## config.mk

```make
export PLATFORM = sky130hd
export DESIGN_NAME = mux2X16
export DESIGN_NICKNAME = d
export VERILOG_FILES = /design/src/rtl/mux2x_pkg.sv /design/src/rtl/mux2X16.sv /design/src/rtl/mux2x_comb.sv /design/src/rtl/mux2x.sv
export SDC_FILE = /design/constraint.sdc
export NUM_CORES = 1
export LEC_CHECK = 0
export CAP_MARGIN = 20
export CORE_MARGIN = 2
export CORE_UTILIZATION = 36
export DETAILED_ROUTE_END_ITERATION = 10
export MAX_ROUTING_LAYER = met4
export PLACE_DENSITY = 0.81
export SETUP_SLACK_MARGIN = 0.15
export SYNTH_ARGS = -nofsm -noshare
export SYNTH_HDL_FRONTEND = slang
export SYNTH_SLANG_ARGS = --single-unit
```

## constraint.sdc

```tcl
create_clock -name clk -period 1.3 [get_ports clk]
set_input_delay 0.195 -clock clk [delete_from_list [all_inputs] [get_ports clk]]
set_output_delay 0.195 -clock clk [all_outputs]
set_load 0.02 [all_outputs]
```

## src/rtl/mux2x_pkg.sv

```systemverilog
// Shared constants for the registered 2:1 word multiplexer family:
// legal data widths, the reset word and the select encoding.
package mux2x_pkg;

    localparam int WIDTH_16 = 16;
    localparam int WIDTH_24 = 24;
    localparam int WIDTH_32 = 32;
    localparam int WIDTH_MAX = WIDTH_32;

    // Reset value of the output register, sliced down to the instance width.
    localparam logic [WIDTH_MAX-1:0] RST_WORD = '0;

    typedef enum logic {
        SEL_IN0 = 1'b0,
        SEL_IN1 = 1'b1
    } sel_e;

    function automatic bit width_legal(input int w);
        return (w == WIDTH_16) || (w == WIDTH_24) || (w == WIDTH_32);
    endfunction

endpackage

```

## src/rtl/mux2X16.sv

```systemverilog
// 16-bit instance of the registered 2:1 word multiplexer.
module mux2X16 (
    input  logic        clk,
    input  logic        rst,
    input  logic [15:0] in0,
    input  logic [15:0] in1,
    input  logic        sel,
    input  logic        in_valid,
    output logic [15:0] out,
    output logic        out_valid
);

    mux2x #(
        .WIDTH (16)
    ) u_mux2x (
        .clk       (clk),
        .rst       (rst),
        .in0       (in0),
        .in1       (in1),
        .sel       (sel),
        .in_valid  (in_valid),
        .out       (out),
        .out_valid (out_valid)
    );

endmodule

```

## src/rtl/mux2x_comb.sv

```systemverilog
// Combinational 2:1 word select; sel=0 passes in0, sel=1 passes in1,
// every bit taken unchanged.
module mux2x_comb
    import mux2x_pkg::*;
#(
    parameter int WIDTH = 16
) (
    input  logic [WIDTH-1:0] in0,
    input  logic [WIDTH-1:0] in1,
    input  logic             sel,
    output logic [WIDTH-1:0] y
);

    always_comb begin
        y = in0;
        if (sel_e'(sel) == SEL_IN1) begin
            y = in1;
        end
    end

endmodule

```

## src/rtl/mux2x.sv

```systemverilog
// Registered 2:1 word multiplexer with a valid qualifier: one cycle of
// latency, holds its output when no valid word arrives, synchronous reset.
module mux2x
    import mux2x_pkg::*;
#(
    parameter int WIDTH = 16
) (
    input  logic             clk,
    input  logic             rst,
    input  logic [WIDTH-1:0] in0,
    input  logic [WIDTH-1:0] in1,
    input  logic             sel,
    input  logic             in_valid,
    output logic [WIDTH-1:0] out,
    output logic             out_valid
);

    generate
        if (!width_legal(WIDTH)) begin : g_bad_width
            $error("mux2x: WIDTH must be 16, 24 or 32");
        end
    endgenerate

    logic [WIDTH-1:0] sel_word;
    logic [WIDTH-1:0] out_d;
    logic [WIDTH-1:0] out_q;
    logic             out_valid_d;
    logic             out_valid_q;

    mux2x_comb #(
        .WIDTH (WIDTH)
    ) u_comb (
        .in0 (in0),
        .in1 (in1),
        .sel (sel),
        .y   (sel_word)
    );

    always_comb begin
        out_d       = out_q;
        out_valid_d = in_valid;
        if (in_valid) begin
            out_d = sel_word;
        end
    end

    // Reset wins over a coincident valid word.
    always_ff @(posedge clk) begin
        if (rst) begin
            out_q       <= RST_WORD[WIDTH-1:0];
            out_valid_q <= 1'b0;
        end else begin
            out_q       <= out_d;
            out_valid_q <= out_valid_d;
        end
    end

    assign out       = out_q;
    assign out_valid = out_valid_q;

endmodule

```

==> impl_metrics.csv, run 1 <==
group,metric,value,unit
yosys,ys_ff_latch,17,
clock_tree,cts_tree,"yes",
die,core_area,1960,um^2
routing,drtAntennaViolNets,0,
yosys,yosysWarnings,0,
outcome,status,"finished clean",
timing,tightest_slew,212,ps
timing,setup_viol,0,
place,gp_congestion,0.705,
power,power_switching_share,0.270,
global_route,grt_first_pass_wirelength,3520,um
timing,final_hold_viol_count,0,
job,drv_cap,0,
routing,firstDrtPassIters,4,
power,switching_power,316,uW
final_layout,final_util,0.633,
yosys,synth.area.top_cells,"dfxtp_1, mux2i_1, a211oi_1",
timing,clock.fmax,915,MHz
critical_path,reg2regPathDepth,2,
timing,rsz0062_at_grt,"no",
clock_tree,cts.clk_slew.worst_paths,100,ps
critical_path,crit_fanout,1,
global_route,grt_max_degree,34,
final_layout,fin_nets,162,
timing,tns,0,ps
global_route,grt_pass1_vias,755,
clock_tree,cts_max_level,1,
final_layout,layout_commonest_cell,"clkdlybuf4s50_1",
critical_path,slowest_stage,"dfxtp_1",
yosys,seq_area_frac_synth,0.456,
yosys,syn_nets,110,
place,io_buffers,52,
routing,drcViolationCount,0,
final_layout,num_antenna_cells,0,
place,hpwl,1640,um
critical_path,cp-start-kind,"register",
yosys,syn_area,746,um^2
critical_path,cp.depth,1,
routing,vias,727,
clock_tree,insertion_delay,270,ps
yosys,synth_top_area_frac,0.456,
clock_tree,cts-root-buf,"clkbuf_4",
final_layout,seq_area,340,um^2
critical_path,crit_path_cell_trace,"clkdlybuf4s15_1",
power,share_seq_of_total_power,0.493,
critical_path,cp_slowest_stage_delay,330,ps
yosys,avgSynthCellArea,10.1,um^2
power,pwr-share-comb,0.274,
routing,postRouteWirelength,2140,um
timing,whs,487,ps
power,peakVddDrop,0.554,mV
clock_tree,cts_hold_buffers,0,
clock_tree,numClockSinks,17,
hold_path,hp-class,"reg2reg",
critical_path,end_kind,"primary output",
critical_path,crit_buf_inv,1,
die,die-height,49.5,um
timing,drv_slew,0,
final_layout,multi_input_area,347,um^2
timing,skew,0,ps
power,finalPower,1170,uW
power,internal-power,855,uW
clock_tree,cts_inserted_buffers,3,
critical_path,path_delay_family,"flip-flops",
power,leakagePower,0.000536,uW
final_layout,drive_gt1_frac,0.176,
timing,slew_headroom,0.858,
routing,routed_via_density,4.78,
critical_path,critPathKind,"reg2out",
critical_path,required,1110,ps
clock_tree,cts_buffer_depth,2,
yosys,synthCells,74,
power,clkPwrFrac,0.233,
final_layout,fillCellCount,180,
die,ios,53,
global_route,antenna_found_initial,0,
timing,period_share,0.841,
routing,drt_iter0_markers,7,
power,p_per_area,943,nW/um^2
final_layout,syn2layout_area_growth,66.4,%
hold_path,hold_depth,2,
critical_path,critPathArrivalTime,900,ps
timing,fin_crit,1090,ps
global_route,grt_usage,0.194,
final_layout,final_cell_mix,"clkdlybuf4s50_1, dfxtp_1, mux2i_1, nor2_1, a211oi_1",
yosys,synth_cell_types,10,
die,start_util,0.380,
yosys,yosysTopAreaCell,"dfxtp_1",
die,fp.dieArea,2450,um^2
global_route,overflow,0,
die,die_w,49.5,um
routing,routedWlPerCell,14.1,um
die,rows,16,
==> final cells by class <==
class	count	area share
clock buffers	4	0.0212
multi-input cells	49	0.279
well taps	27	0.0272
flip-flops and latches	17	0.274
repair buffers	55	0.398
==> cell families after synthesis <==
| kind of cell | Yosys count | synth area share |
|---|---|---|
| flip-flops | 17 | 0.456 |
| multiplexers | 16 | 0.215 |
| AND/OR/NAND/NOR | 17 | 0.0889 |
| AO/OA/AOI/OAI | 16 | 0.161 |
| buffers and inverters | 8 | 0.0789 |
==> cells in the mapped netlist, drive strengths merged <==
library cell / number
nor2: 16
nor2b: 1
mux2i: 16
a211oi: 16
clkbuf: 1
dfxtp: 17
buf: 7
==> power by group through the flow <==
| stage | combinational [uW] | sequential (uW) | clock [uW] |
|---|---|---|---|
| 2_1_floorplan | 108 | 636 | 0 |
| 3_3_place_gp | 347 | 588 | 0 |
| 3_5_place_dp | 357 | 590 | 0 |
| 4_1_cts | 339 | 578 | 281 |
| 5_1_grt | 343 | 583 | 310 |
| 6_report | 321 | 578 | 273 |
==> worst paths after layout <==
| kind | startpoint | end | slack (ps) |
|---|---|---|---|
| setup / recovery | u_mux2x.out_valid$_SDFF_PP0_ | out_valid | 210 |
| hold / removal | u_mux2x.out[8]$_SDFFE_PP0P_ | u_mux2x.out[8]$_SDFFE_PP0P_ | 490 |
| setup reg to reg | u_mux2x.out[9]$_SDFFE_PP0P_ | u_mux2x.out[9]$_SDFFE_PP0P_ | 590 |
| hold reg to reg | u_mux2x.out[8]$_SDFFE_PP0P_ | u_mux2x.out[8]$_SDFFE_PP0P_ | 490 |
==> timing repair <==
action	4_1_cts	5_1_grt
endpoints found under the setup margin	17	16
pin swaps	0	0
buffers inserted	0	0
gates resized for setup	32	18
==> metal layers <==
layer | vias up | global-route usage | share of wire
met3 | 2 | 0.0242 | 0.046
met2 | 24 | 0.351 | 0.53
met1 | 333 | 0.220 | 0.41
li1 | 368 | - | -
met4 | 0 | 0.0694 | 0.0098
met5 | - | - | 0
==> sequential cells by signal, indices dropped and copies added (netlist names) <==
register	count
u_mux2x.out_valid	1
u_mux2x.out	16
==> metrics by stage <==
stage / cell area, um^2 / setup WS, ps / instances
floorplan: 746 / 456 / 74
global placement: 1290 / 3.82 / 148
global route: 1240 / 170 / 152
finish: 1240 / 207 / 152
detailed placement: 1290 / -47.2 / 148
CTS: 1310 / 111 / 152
Note: power is estimated with default switching activity, not from simulation.
==> inputs of run 2 (changes only) <==
CORE_UTILIZATION = 30   (was 36)
PLACE_DENSITY = 0.72   (was 0.81)
clock period = 1 ns   (was 1.3 ns; I/O delays follow)
==> impl_metrics.csv, run 2 (synthesis gave the netlist of run 1 again) <==
group,metric,value,unit
outcome,status,"finished clean",
global_route,grt_first_pass_wirelength,3280,um
routing,drt_iter0_markers,1,
clock_tree,numClockSinks,17,
place,gp_congestion,0.625,
die,rows,18,
power,leakagePower,0.000690,uW
global_route,grt_pass1_vias,771,
routing,postRouteWirelength,2260,um
timing,rsz0062_at_grt,"yes",
clock_tree,cts-root-buf,"clkbuf_4",
clock_tree,insertion_delay,290,ps
die,ios,53,
routing,firstDrtPassIters,2,
timing,tightest_slew,209,ps
power,share_seq_of_total_power,0.449,
routing,routed_via_density,4.65,
routing,drcViolationCount,0,
global_route,overflow,0,
critical_path,crit_fanout,2,
timing,clock.fmax,1100,MHz
clock_tree,cts_inserted_buffers,3,
global_route,antenna_found_initial,0,
critical_path,critPathKind,"reg2out",
place,placed_cell_area,1370,um^2
place,io_buffers,52,
critical_path,end_kind,"primary output",
routing,drtAntennaViolNets,0,
critical_path,critPathArrivalTime,760,ps
power,pwr-share-comb,0.334,
hold_path,hp-class,"in2reg",
power,clkPwrFrac,0.216,
power,peakVddDrop,0.595,mV
final_layout,final_cell_mix,"clkdlybuf4s50_1, buf_6, dfxtp_2",
global_route,grt_max_degree,18,
final_layout,largest_register_ffs,16,
clock_tree,cts_max_level,1,
timing,fin_crit,912,ps
clock_tree,cts_tree,"yes",
clock_tree,cts.clk_slew.worst_paths,100,ps
clock_tree,cts_hold_buffers,0,
critical_path,cp_slowest_stage_delay,350,ps
critical_path,crit_path_cell_trace,"buf_6",
timing,skew,0,ps
power,power_switching_share,0.266,
timing,slew_headroom,0.857,
critical_path,crit_buf_inv,1,
critical_path,required,850,ps
power,p_per_area,1100,nW/um^2
final_layout,drive_gt1_frac,0.451,
final_layout,final_util,0.646,
routing,vias,800,
critical_path,path_delay_family,"flip-flops",
die,start_util,0.309,
final_layout,fin_nets,179,
final_layout,layout_commonest_cell,"clkdlybuf4s50_1",
place,hpwl,1500,um
job,drv_cap,0,
die,fp.dieArea,2900,um^2
die,core_area,2410,um^2
timing,final_hold_viol_count,0,
power,switching_power,457,uW
die,die_w,53.9,um
routing,routedWlPerCell,13.1,um
power,internal-power,1260,uW
global_route,grt_usage,0.168,
timing,period_share,0.912,
final_layout,num_antenna_cells,0,
timing,setup_viol,0,
final_layout,design_area,1560,um^2
critical_path,cp-start-kind,"register",
clock_tree,cts_buffer_depth,2,
timing,drv_slew,0,
critical_path,slowest_stage,"dfxtp_2",
die,die-height,53.9,um
final_layout,syn2layout_area_growth,109,%
==> run 2: cell types whose count changed in the layout (fill, tap and decap cells not counted) <==
cell             previous run  this run
clkdlybuf4s50_1            35        33
a211oi_1                   16        12
dlygate4sd2_1               0         1
buf_4                       1        16
nor2_1                     16        14
dfxtp_1                    17         0
bufbuf_16                   0         2
a211oi_2                    0         4
clkdlybuf4s15_1             1         0
buf_6                       0        17
dfxtp_2                     0        17
clkbuf_2                   15         1
nor2_2                      0         2
clkdlybuf4s15_2             1         0
==> run 2: per-layer routing <==
metal | global-route usage | wire (um) | share of wire | vias to the layer above
met5 | - | 0 | 0 | -
met4 | 0.103 | 44 | 0.019 | 0
met3 | 0.0111 | 111 | 0.049 | 4
met2 | 0.305 | 1250 | 0.55 | 28
met1 | 0.174 | 852 | 0.38 | 366
li1 | - | - | - | 402
==> run 2: area by class of cell <==
type	count	area (um^2)
Timing Repair Buffer	72	761
Tap cell	30	37.5
Sequential cell	17	362
Clock buffer	4	26.3
Multi-Input combinational cell	49	372
Fill cell	226	852
==> run 2: through the flow <==
step / instances / hold WS, ps / power (uW) / setup WS (ps) / setup TNS [ps]
3_3_place_gp: 161 / 474 / 1250 / -253 / -4750
2_1_floorplan: 74 / 384 / 967 / 201 / 0
4_1_cts: 170 / 383 / 1720 / 77.8 / 0
5_1_grt: 172 / 400 / 1810 / 57.4 / 0
3_5_place_dp: 161 / 481 / 1260 / -299 / -5240
6_report: 172 / 386 / 1710 / 88.3 / 0
==> run 2: worst paths after layout <==
| check | end | slack, ps | cells after the start | startpoint |
|---|---|---|---|---|
| worst max-delay path | out[10] | 90 | 1 | u_mux2x.out[10]$_SDFFE_PP0P_ |
| worst min-delay path | u_mux2x.out[8]$_SDFFE_PP0P_ | 390 | 4 | sel |
| worst max register to register | u_mux2x.out[8]$_SDFFE_PP0P_ | 170 | 4 | u_mux2x.out[8]$_SDFFE_PP0P_ |
| worst min register to register | u_mux2x.out[13]$_SDFFE_PP0P_ | 500 | 2 | u_mux2x.out[13]$_SDFFE_PP0P_ |
==> run 2: repair_timing <==
action	CTS	global route
resized for setup	121	8
gates cloned	2	0
setup endpoints to repair	33	27
buffers inserted	3	2
pin swaps	5	3
==> run 2: power groups by stage <==
stage          combinational (uW)  clock, uW  sequential [uW]
3_5_place_dp                  498          0              766
4_1_cts                       556        392              771
3_3_place_gp                  490          0              765
6_report                      573        371              771
5_1_grt                       610        427              776
2_1_floorplan                 140          0              827
